--- config.mk ---
export PLATFORM = sky130hd
export DESIGN_NAME = control_edicion_campos
export DESIGN_NICKNAME = d
export VERILOG_FILES = /design/src/rtl/control_edicion_campos.sv
export SDC_FILE = /design/constraint.sdc
export NUM_CORES = 1
export LEC_CHECK = 0
export BUFFER_PORTS_ARGS = -buffer_cell sky130_fd_sc_hd__buf_2
export CORE_MARGIN = 2
export CORE_UTILIZATION = 40
export CTS_CLUSTER_DIAMETER = 100
export CTS_CLUSTER_SIZE = 8
export DETAILED_ROUTE_END_ITERATION = 7
export GPL_ROUTABILITY_DRIVEN = 0
export PLACE_DENSITY = 0.65
export SYNTH_ARGS = -nofsm -noshare
export SYNTH_HDL_FRONTEND = slang
export SYNTH_SLANG_ARGS = --single-unit
--- constraint.sdc ---
create_clock -name clk -period 2.4 [get_ports clk]
set_input_delay 0.24 -clock clk [delete_from_list [all_inputs] [get_ports clk]]
set_output_delay 0.24 -clock clk [all_outputs]
set_load 0.01 [all_outputs]
--- src/rtl/control_edicion_campos.sv ---
// Edit-mode controller for the RTC date/time field counters.
// Converts debounced button levels into single-cycle up/down strobes for the
// selected field, with auto-repeat on held buttons, an inactivity timeout and
// a request/acknowledge commit handshake towards the RTC write sequencer.
module control_edicion_campos #(
  parameter int NFIELDS  = 7,
  parameter int SELW     = 3,
  parameter int CW       = 26,
  parameter int HOLD_CYC = 25_000_000,
  parameter int REP_CYC  = 5_000_000,
  parameter int TOUT_CYC = 50_000_000
) (
  input  logic               clk,
  input  logic               reset,
  input  logic               btn_mode,
  input  logic               btn_next,
  input  logic               btn_up,
  input  logic               btn_down,
  input  logic               wr_ack,
  output logic               edit_act,
  output logic [SELW-1:0]    field_sel,
  output logic [NFIELDS-1:0] field_en,
  output logic               up_o,
  output logic               down_o,
  output logic               wr_req,
  output logic               tout_o
);

  // Bit positions inside the packed button vectors.
  localparam int B_MODE = 3;
  localparam int B_NEXT = 2;
  localparam int B_UP   = 1;
  localparam int B_DOWN = 0;

  localparam logic [CW-1:0]   HOLD_LAST = CW'(HOLD_CYC - 1);
  localparam logic [CW-1:0]   REP_LAST  = CW'(REP_CYC - 1);
  localparam logic [CW-1:0]   TOUT_LAST = CW'(TOUT_CYC - 1);
  localparam logic [SELW-1:0] SEL_LAST  = SELW'(NFIELDS - 1);

  typedef enum logic [1:0] {
    ST_IDLE,
    ST_EDIT,
    ST_COMMIT
  } state_t;

  state_t             r_state;
  logic [3:0]         r_btn;        // buttons sampled once
  logic [3:0]         r_btn_d;      // previous sample; also the level aligned with r_rise
  logic [3:0]         r_rise;       // registered rising-edge detect
  logic [CW-1:0]      r_rep_cnt;
  logic               r_repeating;  // first repeat already emitted: use REP_CYC spacing
  logic [CW-1:0]      r_tout_cnt;
  logic               r_edit_act;
  logic [SELW-1:0]    r_field_sel;
  logic [NFIELDS-1:0] r_field_en;
  logic               r_up;
  logic               r_down;
  logic               r_wr_req;
  logic               r_tout;

  logic               w_up_lvl;
  logic               w_dn_lvl;
  logic               w_single;
  logic               w_rep_hit;
  logic               w_rep_fire;
  logic               w_updn_rise;
  logic               w_edge_up;
  logic               w_edge_dn;
  logic [NFIELDS-1:0] w_onehot;

  // r_btn_d holds the level from the same sample that produced r_rise, so the
  // FSM sees an edge and its "held" levels consistently on the same cycle.
  assign w_up_lvl    = r_btn_d[B_UP];
  assign w_dn_lvl    = r_btn_d[B_DOWN];
  assign w_single    = w_up_lvl ^ w_dn_lvl;
  assign w_rep_hit   = (r_rep_cnt == (r_repeating ? REP_LAST : HOLD_LAST));
  assign w_rep_fire  = w_single & w_rep_hit;
  assign w_updn_rise = r_rise[B_UP] | r_rise[B_DOWN];
  assign w_edge_up   = r_rise[B_UP] & ~w_dn_lvl;
  assign w_edge_dn   = r_rise[B_DOWN] & ~w_up_lvl;
  assign w_onehot    = NFIELDS'(1) << r_field_sel;

  // Sample the buttons and register their rising edges.
  always_ff @(posedge clk or negedge reset) begin
    if (!reset) begin
      r_btn   <= '0;
      r_btn_d <= '0;
      r_rise  <= '0;
    end else begin
      // NOTE: non-blocking assignments let r_btn_d and r_rise see the old
      // r_btn value, which is exactly the one-cycle delay edge detection needs.
      r_btn   <= {btn_mode, btn_next, btn_up, btn_down};
      r_btn_d <= r_btn;
      r_rise  <= r_btn & ~r_btn_d;
    end
  end

  // Edit FSM with registered outputs, repeat and timeout counters.
  always_ff @(posedge clk or negedge reset) begin
    if (!reset) begin
      r_state     <= ST_IDLE;
      r_rep_cnt   <= '0;
      r_repeating <= 1'b0;
      r_tout_cnt  <= '0;
      r_edit_act  <= 1'b0;
      r_field_sel <= '0;
      r_field_en  <= '0;
      r_up        <= 1'b0;
      r_down      <= 1'b0;
      r_wr_req    <= 1'b0;
      r_tout      <= 1'b0;
    end else begin
      // NOTE: strobes default low every cycle and are raised only by the branch
      // that fires them, which guarantees single-cycle pulses.
      r_up       <= 1'b0;
      r_down     <= 1'b0;
      r_tout     <= 1'b0;
      r_field_en <= '0;
      case (r_state)
        ST_IDLE: begin
          r_edit_act  <= 1'b0;
          r_rep_cnt   <= '0;
          r_repeating <= 1'b0;
          if (r_rise[B_MODE]) begin
            r_state     <= ST_EDIT;
            r_edit_act  <= 1'b1;
            r_field_sel <= '0;
            r_tout_cnt  <= '0;
          end
        end
        ST_EDIT: begin
          if (r_rise[B_MODE]) begin
            r_state    <= ST_COMMIT;
            r_edit_act <= 1'b0;
            r_wr_req   <= 1'b1;
          end else if (r_rise[B_NEXT]) begin
            r_field_sel <= (r_field_sel == SEL_LAST) ? '0 : r_field_sel + SELW'(1);
            r_tout_cnt  <= '0;
            r_rep_cnt   <= '0;
            r_repeating <= 1'b0;
          end else if (w_updn_rise) begin
            // Opposite button held (or both rising) suppresses the strobe.
            r_tout_cnt  <= '0;
            r_rep_cnt   <= '0;
            r_repeating <= 1'b0;
            r_up        <= w_edge_up;
            r_down      <= w_edge_dn;
            r_field_en  <= (w_edge_up | w_edge_dn) ? w_onehot : '0;
          end else begin
            if (!w_single) begin
              r_rep_cnt   <= '0;
              r_repeating <= 1'b0;
            end else if (w_rep_hit) begin
              r_rep_cnt   <= '0;
              r_repeating <= 1'b1;
            end else begin
              r_rep_cnt <= r_rep_cnt + CW'(1);
            end
            if (w_rep_fire) begin
              r_up       <= w_up_lvl;
              r_down     <= w_dn_lvl;
              r_field_en <= w_onehot;
              r_tout_cnt <= '0;
            end else if (r_tout_cnt == TOUT_LAST) begin
              // Abort without writing the RTC; field counters keep their values.
              r_state    <= ST_IDLE;
              r_edit_act <= 1'b0;
              r_tout     <= 1'b1;
            end else begin
              r_tout_cnt <= r_tout_cnt + CW'(1);
            end
          end
        end
        ST_COMMIT: begin
          if (wr_ack) begin
            r_state  <= ST_IDLE;
            r_wr_req <= 1'b0;
          end
        end
        default: r_state <= ST_IDLE;
      endcase
    end
  end

  assign edit_act  = r_edit_act;
  assign field_sel = r_field_sel;
  assign field_en  = r_field_en;
  assign up_o      = r_up;
  assign down_o    = r_down;
  assign wr_req    = r_wr_req;
  assign tout_o    = r_tout;

endmodule
==> flow_summary.toml <==
[outcome]
status = "finished with violations"
failed_checks = "negative setup slack"

[floorplan]
die_area_sq_um = 11600
io_pins = 22
chipHeight_um = 108
rows = 37
start_util_pct = 41.5
core_region_area_sq_um = 10400
die_w_um = 108

[cts]
root_buffer = "clkbuf_8"
htreeDepth = 3
cts_buffer_depth = 2
numCtsBuffers = 9
clk_latency_ns = 0.36
clkSinkCount = 82
path_clk_slew_ns = 0.09
cts_tree = "done"

[critical_path]
cp-end-kind = "flip-flop"
max_stage_delay_ns = 0.52
startpoint_type = "flip-flop"
r2r_end = "r_tout_cnt[4]"
crit_chain = "or4_1 -> or4_4 -> a211o_1 -> a221oi_4 -> buf_12 -> buf_12 -> o221ai_1"
slowest_stage = "or4_1"
path_max_fanout = 9
r2r-start = "r_rep_cnt[16]"
reg2reg_depth = 7
reg2reg_slack_ns = -0.14
critPathBufInv = 2
cp_top_family = "simple AND/OR/NAND/NOR gates"
required_ns = 2.63
critPathKind = "reg -> reg"
cp.arrival_ns = 2.77
path_common_cell = "buf_12"

[min_path]
worstHoldEndpoint = "r_state[1]"
min_path_cells = 2
worstHoldStart = "wr_ack"
hold_path.class = "in -> reg"

[power_and_ir_drop]
peakVddDrop_uv = 302
powerDensity_nw_per_um2 = 638
finalPower_mw = 3.51
p_leak_nw = 2.19

[logic_synthesis]
synth_fp_nets = 461
async_reset_ff_share_pct = 100
synth_cells = 451
synth.top_cell.area_share_pct = 47.7
yosysUniqueCellTypes = 50
synth_edf_count = 0
yosysTopAreaCell = "dfrtp_1"
synthTopCellsByArea = "dfrtp_1 (48%), nand4_1 (5.2%), nand3_1 (3.3%)"
syn_avg_cell_area_sq_um = 9.54
yosys_register_bits = 82
yosysSeqAreaShare_pct = 47.7
syn-cell-area_sq_um = 4300
synth_flop_cell = "dfrtp_1"
ys.warnings.count = 0

[sta]
finalCriticalPeriod_ns = 2.54
hold_violations = 0
clock_skew_ns = 0.00922
rsz0062_at_grt = "true"
fin_crit_sh_pct = 106
layout_setup_ws_ns = -0.141
worst_pin_slew_ns = 0.588
max_freq_mhz = 394
maxSlewHeadroom_pct = 59.8
final-setup-viol-count = 46
slew_violations = 0

[finish]
syn_to_final_growth_pct = 28.0
diodes = 0
seqCellArea_sq_um = 2050
nNetsFinal = 537
final_cell_area_sq_um = 5510
layout-drive-gt1-share_pct = 24.6
finalNonFillerCells = 668
final_util_pct = 53.1
multiInputGateArea_sq_um = 2240
nFillCells = 924

[global_routing]
grt_pass1_wl_mm = 17.6
track_usage_pct = 19.3
grt_pass1_vias = 3659
grt_max_degree = 45
grt.overflow.total = 0
antenna_found_initial = 0

[route]
drt-initial-drc-count = 256
drc = 0
viasPerCell = 5.74
wire_per_inst_um = 16.0
vias = 3836
drt.antenna.violating_nets = 0
first_pass_iters = 6
routed_wl_mm = 10.7

[placement]
dp_cells = 643
place.port_buffers = 21
dp_slack_ns = -0.141
dp_hpwl_mm = 7.24
placed_area_sq_um = 5000

[job]
max-cap-violations = 0
[how the worst max path moves through the flow]
| stage | startpoint | end | slack, ns | cells past startpoint |
|---|---|---|---|---|
| after floorplan | r_rep_cnt[13] | r_tout_cnt[1] | -0.17 | 5 |
| after global placement | r_rep_cnt[13] | r_tout_cnt[1] | -0.13 | 6 |
| after detailed placement | r_rep_cnt[13] | r_tout_cnt[1] | -0.14 | 6 |
| after CTS | r_rep_cnt[16] | r_tout_cnt[1] | -0.10 | 6 |
| after global routing | r_rep_cnt[16] | r_tout_cnt[4] | -0.19 | 7 |
| final | r_rep_cnt[16] | r_tout_cnt[4] | -0.14 | 7 |
[placed cells by master, fill, tap and decap left out, types with 4 or more instances in the layout]
cell / Yosys / final
o221ai_2: 5 / 20
nand4_1: 36 / 36
nor3_1: 14 / 13
nand2_1: 32 / 32
and3_1: 8 / 8
dlygate4sd3_1: 0 / 5
xor2_1: 4 / 4
buf_2: 3 / 20
xnor2_1: 15 / 15
a21oi_1: 11 / 10
inv_1: 30 / 30
buf_4: 0 / 50
dfrtp_1: 82 / 82
o21ai_0: 9 / 9
nor2b_1: 6 / 6
nand2b_1: 14 / 14
a31oi_1: 11 / 10
nor2_1: 35 / 35
nor4_1: 14 / 12
buf_12: 0 / 5
and4_1: 8 / 8
nand3_1: 28 / 28
or4_1: 4 / 4
clkbuf_8: 0 / 10
[registers in the layout, summed over array words and instances, names as in the netlist]
signal,count
field_sel,3
wr_req,1
tout_o,1
r_btn,4
edit_act,1
r_state,2
up_o,1
field_en,7
r_rise,4
down_o,1
r_repeating,1
r_tout_cnt,26
r_rep_cnt,26
r_btn_d,4
[where the power goes]
part | switching, mW | internal [mW] | total (mW)
registers | 0.0709 | 1.44 | 1.51
logic | 0.429 | 0.322 | 0.751
clock network | 0.530 | 0.721 | 1.25
[Yosys cell counts (all sizes together), types with 4 or more instances]
cell	count
dfrtp	82
a31oi	11
a2111oi	4
buf	7
nor3	14
and4	8
nand3	28
nand2	32
o21ai	9
a21oi	11
xor2	4
nor2b	6
o221ai	21
nor2	35
clkbuf	12
nor4	14
or4	5
nand2b	14
nand4	36
and3	8
xnor2	15
inv	30
[repair_timing]
action                                 4_1_cts  5_1_grt
cloned                                       0        1
gates resized for setup                     15       19
buffers inserted                             0        3
setup endpoints to repair                   31       54
endpoints found under the hold margin       42        0
hold buffers                                 5        0
pin swaps                                    3        5
[final cells by class]
| class | count | area share (%) |
|---|---|---|
| Multi-Input combinational cell | 320 | 40.7 |
| Tap cell | 136 | 3.09 |
| Clock buffer | 10 | 2.50 |
| Clock inverter | 6 | 2.07 |
| Timing Repair Buffer | 84 | 12.3 |
| Sequential cell | 82 | 37.3 |
| Inverter | 30 | 2.04 |
[metrics by stage]
step / hold WS, ns / setup TNS [ns]
4_1_cts: 0.141 / -1.52
3_5_place_dp: 0.259 / -2.89
2_1_floorplan: -0.0556 / -3.19
5_1_grt: 0.164 / -7.28
6_report: 0.151 / -4.39
3_3_place_gp: 0.244 / -2.09
[per-layer routing]
metal,vias up,wire [um],track usage [%]
li1,1839,-,-
met1,1879,5120,27.5
met2,104,4960,29.1
met3,14,422,2.72
met4,0,191,8.70
met5,-,0,0
[kinds of logic (layout without fill, tap and decap cells)]
logic type                 count (synthesis)  count (layout)  synth area share, %
AOI/OAI and AO/OA                         74              74                 13.6
buffers and inverters                     49             130                 4.71
DFF                                       82              82                 47.7
muxes                                      3               3                0.814
xor gates and xnor gates                  19              19                 3.87
and+or+nand+nor                          221             221                 28.4
adders and majority gates                  3               3                0.872
No activity file was read; power rests on OpenSTA's default activity.
